[src/rtl/sobol_stream_sched.sv]
// rtl/sobol_stream_sched.sv - round-robin scheduler sharing one Sobol RNG among requesters
// Each grant restarts the RNG and emits 2^LEN_LOG2 unary bits (iRand < operand) plus a ones count.
module sobol_stream_sched #(
  parameter int BITWIDTH = 8,
  parameter int NUM_REQ  = 4,
  parameter int LEN_LOG2 = BITWIDTH,
  parameter int IDW      = (NUM_REQ > 1) ? $clog2(NUM_REQ) : 1
) (
  input  logic                         iClk,
  input  logic                         iRst,
  input  logic [NUM_REQ-1:0]           iReqVld,
  input  logic [NUM_REQ*BITWIDTH-1:0]  iReqData,
  output logic [NUM_REQ-1:0]           oReqRdy,
  input  logic [BITWIDTH-1:0]          iRand,
  output logic                         oRngEn,
  output logic                         oRngRstN,
  input  logic                         iStall,
  output logic                         oBit,
  output logic                         oBitVld,
  output logic [IDW-1:0]               oBitId,
  output logic [LEN_LOG2:0]            oOnes,
  output logic                         oDone,
  output logic                         oBusy
);
  localparam int CW = LEN_LOG2 + 1;
  localparam logic [CW-1:0] LAST_CNT = CW'((1 << LEN_LOG2) - 1);

  typedef enum logic [1:0] {IDLE, CLR, RUN, DONE} stateT;

  stateT               state, stateNxt;
  logic [IDW-1:0]      ptr, grantIdx, candIdx;
  logic                grantVld;
  logic [CW-1:0]       cnt;
  logic [BITWIDTH-1:0] operand;
  logic                runBit;

  // Scan from the farthest candidate down so the nearest set bit after ptr wins.
  always_comb begin : arbiter
    grantVld = 1'b0;
    grantIdx = '0;
    candIdx  = '0;
    for (int i = NUM_REQ; i >= 1; i--) begin
      candIdx = IDW'((int'(ptr) + i) % NUM_REQ);
      if (iReqVld[candIdx]) begin
        grantVld = 1'b1;
        grantIdx = candIdx;
      end
    end
  end

  assign runBit = (iRand < operand);

  always_comb begin : fsmComb
    stateNxt = state;
    oReqRdy  = '0;
    oRngEn   = 1'b0;
    oRngRstN = ~iRst;
    case (state)
      IDLE: begin
        if (grantVld && !iRst) begin
          oReqRdy  = NUM_REQ'(1) << grantIdx;
          stateNxt = CLR;
        end
      end
      CLR: begin
        oRngRstN = 1'b0;
        stateNxt = RUN;
      end
      RUN: begin
        oRngEn = ~iStall & ~iRst;
        if (!iStall && cnt == LAST_CNT) stateNxt = DONE;
      end
      DONE:    stateNxt = IDLE;
      default: stateNxt = IDLE;
    endcase
  end

  always_ff @(posedge iClk) begin
    if (iRst) begin
      state   <= IDLE;
      ptr     <= IDW'(NUM_REQ - 1);
      cnt     <= '0;
      operand <= '0;
      oBit    <= 1'b0;
      oBitVld <= 1'b0;
      oBitId  <= '0;
      oOnes   <= '0;
      oDone   <= 1'b0;
      oBusy   <= 1'b0;
    end else begin
      state   <= stateNxt;
      oBitVld <= 1'b0;
      oDone   <= 1'b0;
      case (state)
        IDLE: begin
          if (grantVld) begin
            operand <= iReqData[int'(grantIdx)*BITWIDTH +: BITWIDTH];
            oBitId  <= grantIdx;
            ptr     <= grantIdx;
            oOnes   <= '0;
            oBusy   <= 1'b1;
          end
        end
        CLR: cnt <= '0;
        RUN: begin
          if (!iStall) begin
            oBit    <= runBit;
            oBitVld <= 1'b1;
            oOnes   <= oOnes + CW'(runBit);
            cnt     <= cnt + CW'(1);
            // oDone lands in DONE together with the final registered bit.
            if (cnt == LAST_CNT) oDone <= 1'b1;
          end
        end
        DONE:    oBusy <= 1'b0;
        default: ;
      endcase
    end
  end

endmodule

[config.mk]
export PLATFORM = sky130hd
export DESIGN_NAME = sobol_stream_sched
export DESIGN_NICKNAME = d
export VERILOG_FILES = /design/src/rtl/sobol_stream_sched.sv
export SDC_FILE = /design/constraint.sdc
export NUM_CORES = 1
export LEC_CHECK = 0
export CAP_MARGIN = 20
export CORE_ASPECT_RATIO = 0.75
export CORE_MARGIN = 2
export CORE_UTILIZATION = 47
export CTS_CLUSTER_DIAMETER = 50
export DETAILED_ROUTE_END_ITERATION = 8
export PLACE_DENSITY_LB_ADDON = 0.12
export SETUP_SLACK_MARGIN = 0.02
export SYNTH_ARGS = -nofsm -noshare
export SYNTH_HDL_FRONTEND = slang
export SYNTH_SLANG_ARGS = --single-unit
[constraint.sdc]
create_clock -name iClk -period 2.79 [get_ports iClk]
set_input_delay 0.4185 -clock iClk [delete_from_list [all_inputs] [get_ports iClk]]
set_output_delay 0.4185 -clock iClk [all_outputs]
set_load 0.02 [all_outputs]
## After elaboration in Yosys (flattened, before gate mapping)

Index checks and enable logic that the tools add are counted.
Widths: inputs -> output; s select.

| word-level totals | value |
|---|---|
| register bits after elaboration | 36 |
| input port bits | 47 |
| output and inout bits | 21 |
| word-level logic and storage cells | 83 |

| cells by class | value |
|---|---|
| add/subtract/negate cells | 6 |
| order comparisons | 5 |
| equal/unequal tests | 8 |
| shift operators | 2 |
| muxes and demuxes | 32 |
| bitwise operators | 4 |
| reduce and logical (&&, ||, !) cells | 16 |

Operators by type and width:

| kind | count |
|---|---|
| $pmux 9 s2 | 2 |
| $shiftx 32x6->8 | 1 |
| $mux 9 | 3 |
| $mux 1 | 13 |
| $lt 2x3->1 const B | 4 |
| $mux 2 | 6 |
| $reduce_and 2->1 | 5 |
| $add 9x1->9 | 1 |
| $add 9x1->9 const B | 1 |
| $eq 9x8->1 const B | 1 |
| $bmux 1 s2 | 4 |
| $lt 8x8->1 | 1 |
| $mux 4 | 2 |
| $ne 2x2->1 const B | 4 |
| $pmux 2 s4 | 1 |
| $reduce_bool 2->1 | 3 |
| $add 2x1->2 const B | 2 |
| $add 2x2->2 const B | 2 |
| $eq 2x2->1 const B | 2 |
| $shl 1x2->4 const A | 1 |
| $not 1->1 | 3 |
| $reduce_and 3->1 | 1 |
| $reduce_or 3->1 | 1 |
| $eq 2x1->1 const B | 1 |
| other kinds (6) | 8 |

## Depth between registers and ports, before layout

Gate-level depths: netlist of run 1.

| logic depth | value |
|---|---|
| word-level depth | 10 |
| depth in mapped cells | 14 |
| depth with buffers taken out | 14 |

## Worst setup path after synthesis of run 1

No wires, ideal clock.

| path | value |
|---|---|
| path type | in2reg |
| start point | in iRand[4] |
| end point | reg oOnes[8] |
| library setup time | 0.119 ns |
| arrival | 2.469 ns |
| required time | 2.671 ns |
| setup slack | 0.202 ns |
| stages | 13 |
| buffers on the path | 0 |
| cell sequence | ha_1 > a21oi_1 > nor2b_1 > a2111oi_0 > nor3_1 > nor2b_1 > ha_1 > ha_1 > nand3_1 > a2111oi_2 > nand3_1 > xor2_1 > nor2_1 |

| between the ends | value |
|---|---|
| word-level cells in the longest chain between the ends | 4 |

Ends and longest elaborated chain:

| element | line | source |
|---|---|---|
| start: declaration | 14 | `input logic [BITWIDTH-1:0] iRand,` |
| $lt 8x8->1 | 51 | `assign runBit = (iRand < operand);` |
| named net runBit | 35 | `logic runBit;` |
| $add 9x1->9 | 109 | `oOnes <= oOnes + CW'(runBit);` |
| $mux 9 | 106 | `if (!iStall) begin` |
| $pmux 9 s2 | 94 | `case (state)` |
| end signal: assignment | 109 |  |
| end: declaration | 21 | `output logic [LEN_LOG2:0] oOnes,` |

The timed path passes the listed nets, and every way through them passes these cells. The select of a mux whose other input is x is not followed.
A chain may end at the register's enable or synchronous reset.

## Worst setup path after layout of run 1

| path | value |
|---|---|
| start point | in iRand[2] |
| end point | reg oOnes[8] |

Same word-level chain as after synthesis.

==> flow_metrics.py, run 1 <==
metrics = {
    "sta": {
        "setup_ws_ns": 0.114,
        "hold_violations": 0,
        "relSlewSlack_pct": 66.2,
        "finClkSkew_ns": 0.00250,
        "setup_viol": 0,
        "setup_tns_ns": 0,
        "worstMarginPinSlew_ns": 0.505,
        "max_freq_ghz": 0.374,
        "final.min_clock_period_ns": 2.68,
        "finalCritPeriodShare_pct": 95.9,
        "maxSlewViolCount": 0,
    },
    "global_routing": {
        "grt_antenna_before_repair": 0,
        "grt-ovfl-total": 0,
        "grt_use_total_pct": 21.0,
        "grt_pass1_vias": 1996,
        "grt_pass1_wl_um": 9120,
        "grt_max_degree": 17,
    },
    "cts": {
        "clk_pin_slew_ns": 0.07,
        "hold_buffers": 0,
        "cts_root_buffer": "clkbuf_8",
        "insertion_delay_ns": 0.29,
        "cts_tree": "yes",
        "cts.sinks": 36,
        "clockBufferDepth": 2,
        "cts_buffers": 5,
        "h-tree-depth": 2,
    },
    "place": {
        "portBuffers": 67,
        "pre_cts_ws_ns": -0.392,
        "globalplace.congestion": 0.857,
        "dp_hpwl_um": 4190,
    },
    "logic_synthesis": {
        "muxShareOfSynthArea_pct": 3.52,
        "synth-main-ff-cell": "dfxtp_1",
        "synth-edff-count": 0,
        "synth_fp_nets": 310,
        "synth_compound_area_share_pct": 27.3,
        "synthSimpleGateAreaFrac_pct": 21.2,
        "synth_warnings": 0,
        "ys_seq_elements": 36,
        "avgSynthCellArea_um2": 9.17,
        "syn-instance-count": 248,
        "ys_async_sr_fraction_pct": 0,
        "synth_fa_ha_area_share_pct": 8.25,
        "synth-seq-area-share_pct": 31.7,
        "synth.distinct_cells": 48,
        "synth_top_area_cell": "dfxtp_1",
        "synth_top_family_by_area": "compound AO/OA/AOI/OAI gates",
        "synth_top_area_share_pct": 31.7,
        "synth_area_leaders": "dfxtp_1 32%, a211oi_2 9.4%, ha_1 8.3%",
        "synth-xor-area-share_pct": 2.70,
        "netlist_area_mm2": 0.00227,
    },
    "critical_path": {
        "crit_path_start_kind": "primary input",
        "critPathCaptureType": "flop",
        "crit_path_cell_trace": "clkdlybuf4s50_1 -> ha_4 -> a2111oi_4 -> nor3_2 -> nor2b_1 -> ha_2 -> ha_4 -> nand3_4 -> a2111oi_4 -> buf_4 -> nand3_2 -> xor2_1 -> nor2_1",
        "slowest_stage": "clkdlybuf4s50_1",
        "path_delay_family": "buffers and inverters",
        "path_buf_inv": 2,
        "cp.arrival_ns": 2.90,
        "cp_max_fo": 3,
        "path_class": "primary input to flop",
        "slowest_delay_ns": 0.54,
        "critical_path_required_ns": 3.01,
    },
    "power_and_ir_drop": {
        "p_leak_nw": 1.31,
        "p_per_area_mw_per_mm2": 674,
        "peakVddDrop_mv": 0.481,
    },
    "floorplanning": {
        "coreArea_mm2": 0.00455,
        "num_rows": 21,
        "ios": 68,
        "die_w_um": 84.3,
        "die_area_mm2": 0.00542,
        "fp.dieH_um": 64.3,
        "start_util_pct": 50.0,
    },
    "finish": {
        "antenna_cells": 0,
        "drive_gt1_share_pct": 21.4,
        "syn_to_final_growth_pct": 46.8,
        "layout.nets": 398,
    },
    "routing": {
        "ant_nets": 0,
        "first_iter_violations": 112,
        "drc_errors": 0,
        "wl_um": 5590,
        "dr.pass1.iters": 5,
        "wl_per_cell_um": 14.2,
        "num_vias": 2153,
        "vias_per_cell": 5.48,
    },
    "job": {
        "drv_cap": 0,
    },
    "min_path": {
        "hold_class": "flop to flop",
    },
    "outcome": {
        "outcome": "completed",
    },
}
## layout make-up
cell class / instances / area, um2
well taps: 57 / 71.3
clock inverters: 1 / 5.00
inverters: 12 / 45.0
clock buffers: 6 / 72.6
fillers: 372 / 1210
repair buffers: 92 / 858
multi-input cells: 189 / 1570
flip-flops and latches: 36 / 721
## power breakdown
part / total, mW / internal (mW) / switching, mW
Clock: 0.347 / 0.170 / 0.178
Sequential: 0.672 / 0.611 / 0.0604
Combinational: 1.23 / 0.567 / 0.662
Total: 2.25 / 1.35 / 0.901
## tightest hold or removal path, cell delays in order, from the launching register on
cell and delay (ns):
dfxtp_1 0.31, nor2_1 0.10, nor3_1 0.05
## sequential cells by signal (all words and copies together) (netlist names)
register  cells
cnt           9
oBit          1
oBitId        2
oBitVld       1
oBusy         1
oDone         1
oOnes         9
operand       8
ptr           2
state         2
## metrics by stage
step	utilization [%]	hold WS (ns)	power [mW]	cells	area [um2]
finish	73.4	0.494	2.25	393	3340
global route	73.4	0.527	2.41	393	3340
CTS	71.0	0.493	2.18	392	3230
detailed placement	68.3	0.479	1.81	383	3110
global placement	68.3	0.475	1.80	383	3110
floorplan	-	0.454	1.48	248	2270
## synth_stat cells, types with 2 or more instances
master	instances
nand2_1	5
a21o_1	9
or3_1	2
clkbuf_1	5
buf_4	2
a311oi_1	4
buf_2	2
dfxtp_1	36
inv_1	11
o31a_1	8
a211oi_2	17
a21oi_1	13
nand2b_1	13
nor2b_1	3
nor3_1	5
a211oi_1	2
mux2i_1	8
xor2_1	6
nor3b_1	4
a22oi_1	2
o21bai_1	2
nand3_1	9
and3_1	6
nor2_1	28
o21ai_0	6
ha_1	15
and2_1	3
nand4_1	2
## layout by cell type, fill, tap and decap left out, drive strengths merged, types with 2 or more instances in the layout
| cell type | instances |
|---|---|
| clkdlybuf4s50 | 58 |
| dfxtp | 36 |
| nor2 | 29 |
| buf | 25 |
| a211oi | 19 |
| ha | 15 |
| a21oi | 14 |
| nand2b | 13 |
| inv | 12 |
| a21o | 9 |
| nand3 | 9 |
| mux2i | 8 |
| o31a | 8 |
| o21ai | 7 |
| nor3 | 7 |
| and3 | 6 |
| xor2 | 6 |
| dlygate4sd2 | 6 |
| clkbuf | 6 |
| nand2 | 5 |
| nor3b | 4 |
| a311oi | 4 |
| and2 | 3 |
| dlymetal6s2s | 3 |
| nor2b | 3 |
| a2111oi | 2 |
| or3 | 2 |
| o21bai | 2 |
| a22oi | 2 |
| nand4 | 2 |
## metal layers
metal  GRT usage (%)  wire length, um  vias up
met5               0                0        -
met4            5.95               55        0
met3            4.78              298        5
met2            34.9             2580       59
met1            27.4             2650     1008
li1                -                -     1081
## timing repair
item,4_1_cts,5_1_grt
setup endpoints to repair,6,3
setup buffers,2,1
gates cloned,0,0
pin swaps,9,9
gates resized for setup,14,16
## final timing paths
kind                      startpoint                      to  slack [ns]  cells after the start
min           oBitId[0]$_SDFFE_PP0P_  oBitId[0]$_SDFFE_PP0P_        0.49                      2
min reg2reg   oBitId[0]$_SDFFE_PP0P_  oBitId[0]$_SDFFE_PP0P_        0.49                      2
max reg2reg  operand[1]$_SDFFE_PP0P_   oOnes[8]$_SDFFE_PP0P_        0.15                     14
max                         iRand[2]   oOnes[8]$_SDFFE_PP0P_        0.11                     13
## cell families after synthesis
family,count (synthesis)
fa+ha+maj,15
xor+xnor,7
buf+inv,23
mux,8
flops,36
compound gates,72
simple gates,87
No activity file was read; power rests on OpenSTA's default activity.
==> run 2, diff against run 1 <==
--- a/config.mk
+++ b/config.mk
@@ -16,3 +16,4 @@
 export SYNTH_ARGS = -nofsm -noshare
 export SYNTH_HDL_FRONTEND = slang
 export SYNTH_SLANG_ARGS = --single-unit
+export TNS_END_PERCENT = 50
==> results of run 2 <==
Final layout, timing and power as in run 1 (identical DEF).
==> run 3, diff against run 2 <==
--- a/config.mk
+++ b/config.mk
@@ -5,14 +5,16 @@
 export SDC_FILE = /design/constraint.sdc
 export NUM_CORES = 1
 export LEC_CHECK = 0
+export ABC_CLOCK_PERIOD_IN_PS = 2790
 export CAP_MARGIN = 20
 export CORE_ASPECT_RATIO = 0.75
 export CORE_MARGIN = 2
-export CORE_UTILIZATION = 47
+export CORE_UTILIZATION = 30
 export CTS_CLUSTER_DIAMETER = 50
 export DETAILED_ROUTE_END_ITERATION = 8
 export PLACE_DENSITY_LB_ADDON = 0.12
 export SETUP_SLACK_MARGIN = 0.02
+export SLEW_MARGIN = 5
 export SYNTH_ARGS = -nofsm -noshare
 export SYNTH_HDL_FRONTEND = slang
 export SYNTH_SLANG_ARGS = --single-unit
==> run 3 against run 2 <==
Net effect: clock-buffer cell count is 1 lower; clock power is 5% higher; hold slack worse by 0.010 ns; die area is 53% higher; setup slack better by 0.049 ns; final area is 1.9% higher; sequential share of layout area is 0.37 points lower; first-iteration DRC count is 16% lower; register-to-register slack hardly changed.
==> flow_metrics.py, run 3 (same netlist as run 1, synthesis figures left out) <==
metrics = {
    "outcome": {
        "outcome": "completed",
    },
    "finish": {
        "antenna_cells": 0,
        "multiInputGateArea_mm2": 0.00155,
        "regArea_um2": 722,
        "layout.nets": 401,
        "mostFrequentLayoutCells": "57 x clkdlybuf4s50_1, 35 x dfxtp_1, 28 x nor2_1, 28 x buf_4, 17 x a211oi_2",
        "fill_cells": 724,
        "drive_gt1_share_pct": 22.7,
        "syn_to_final_growth_pct": 49.6,
        "fin_cells": 440,
        "post-route-util_pct": 46.4,
        "final_common_cell": "clkdlybuf4s50_1",
        "reg.largest.list": "cnt (9), oOnes (9), operand (8)",
    },
    "routing": {
        "vias_per_cell": 4.82,
        "wl_per_cell_um": 13.9,
        "drc_errors": 0,
        "first_iter_violations": 94,
        "num_vias": 2119,
        "ant_nets": 0,
        "wl_um": 6130,
        "dr.pass1.iters": 4,
    },
    "sta": {
        "final.min_clock_period_ns": 2.63,
        "worstMarginPinSlew_ns": 0.503,
        "max_freq_ghz": 0.381,
        "hold_violations": 0,
        "finalCritPeriodShare_pct": 94.2,
        "maxSlewViolCount": 0,
        "relSlewSlack_pct": 66.4,
        "grt_setup_unrepaired": "true",
        "setup_viol": 0,
        "finClkSkew_ns": 0.00575,
    },
    "critical_path": {
        "reg2reg_from": "operand[1]$_SDFFE_PP0P_",
        "cp_max_fo": 3,
        "startpoint": "operand[1]$_SDFFE_PP0P_",
        "crit_path_start_kind": "flop",
        "critical_path_required_ns": 2.98,
        "path_class": "flop to flop",
        "critPathCaptureType": "flop",
        "cp.arrival_ns": 2.81,
    },
    "floorplanning": {
        "fp.dieH_um": 79.4,
        "coreArea_mm2": 0.00733,
        "ios": 68,
        "start_util_pct": 31.0,
        "die_w_um": 105,
        "num_rows": 27,
        "die_area_mm2": 0.00830,
    },
    "cts": {
        "cts_buffers": 5,
        "hold_buffers": 0,
        "h-tree-depth": 2,
        "cts_tree": "yes",
        "clockBufferDepth": 2,
        "cts_root_buffer": "clkbuf_8",
        "clk_pin_slew_ns": 0.08,
        "cts.sinks": 36,
        "insertion_delay_ns": 0.29,
    },
    "job": {
        "drv_cap": 0,
    },
    "place": {
        "globalplace.congestion": 0.797,
        "dp_hpwl_um": 4700,
        "portBuffers": 67,
        "dp.cells": 427,
    },
    "power_and_ir_drop": {
        "peakVddDrop_mv": 0.252,
        "p_total_mw": 2.31,
        "p_per_area_mw_per_mm2": 680,
        "p_leak_nw": 1.31,
    },
    "min_path": {
        "min-delay-start": "oBit$_SDFFE_PP0P_",
        "hold_class": "flop to flop",
    },
    "global_routing": {
        "grt-ovfl-total": 0,
        "grt_use_total_pct": 15.3,
        "grt_max_degree": 17,
        "grt_antenna_before_repair": 0,
        "grt_pass1_wl_um": 10100,
        "grt_pass1_vias": 2048,
    },
}
run 3: changes by cell type in the layout (fill, tap and decap cells not counted), sizes merged:
cell | before | now
buf | 25 | 28
dlygate4sd2 | 6 | 8
dlymetal6s2s | 3 | 1
clkbuf | 6 | 5
clkdlybuf4s15 | 0 | 1
clkdlybuf4s50 | 58 | 57
clkinvlp | 0 | 1
run 3: power by group:
group	internal (mW)	switching (mW)	total, mW
Combinational	0.583	0.686	1.27
Clock	0.169	0.193	0.363
Sequential	0.613	0.0674	0.680
Total	1.37	0.947	2.31
run 3: critical path: stages, from the launching register on:
cell	delay, ns
dfxtp_1	0.33
inv_2	0.04
ha_1	0.28
a21o_1	0.19
a2111oi_4	0.36
nor3_2	0.08
nor2b_2	0.16
ha_2	0.23
ha_4	0.15
nand3_4	0.08
a2111oi_4	0.19
buf_4	0.18
nand3_2	0.08
xor2_1	0.14
nor2_1	0.05
run 3: per-stage QoR:
stage / instance area [um2] / hold slack (ns) / setup slack, ns / setup TNS [ns]
final: 3400 / 0.484 / 0.162 / 0
after global routing: 3400 / 0.532 / 0.00566 / 0
after CTS: 3350 / 0.488 / -0.00720 / -0.00720
after detailed placement: 3160 / 0.473 / -0.518 / -2.11
after global placement: 3160 / 0.466 / -0.476 / -2.03
after floorplan: 2270 / 0.454 / 0.202 / 0
run 3: per-layer routing:
layer  global-route usage (%)  vias up  wire [um]
li1                         -     1084          -
met3                     3.35        9        262
met2                     23.4       44       2600
met5                        0        -          0
met4                     4.86        0         78
met1                     21.5      982       3190
run 3: what timing repair did:
item | CTS | global route
resized for setup | 28 | 7
setup buffers | 4 | 2
setup endpoints to repair | 7 | 4
gates cloned | 0 | 0
pin swaps | 11 | 6
run 3: area by class of cell:
type | count | share of cell area (%)
sequential | 36 | 21.2
clock inverter | 2 | 0.368
multi-input combinational | 189 | 45.6
clock buffer | 5 | 2.02
timing repair buffer | 95 | 25.7
tap | 101 | 3.71
inverter | 12 | 1.40
run 3: final timing paths:
check	endpoint	slack [ns]	cells past startpoint
worst max register to register	oOnes[6]$_SDFFE_PP0P_	0.16	14
worst min register to register	oBit$_SDFFE_PP0P_	0.48	2
worst max-delay path	oOnes[6]$_SDFFE_PP0P_	0.16	14
worst min-delay path	oBit$_SDFFE_PP0P_	0.48	2
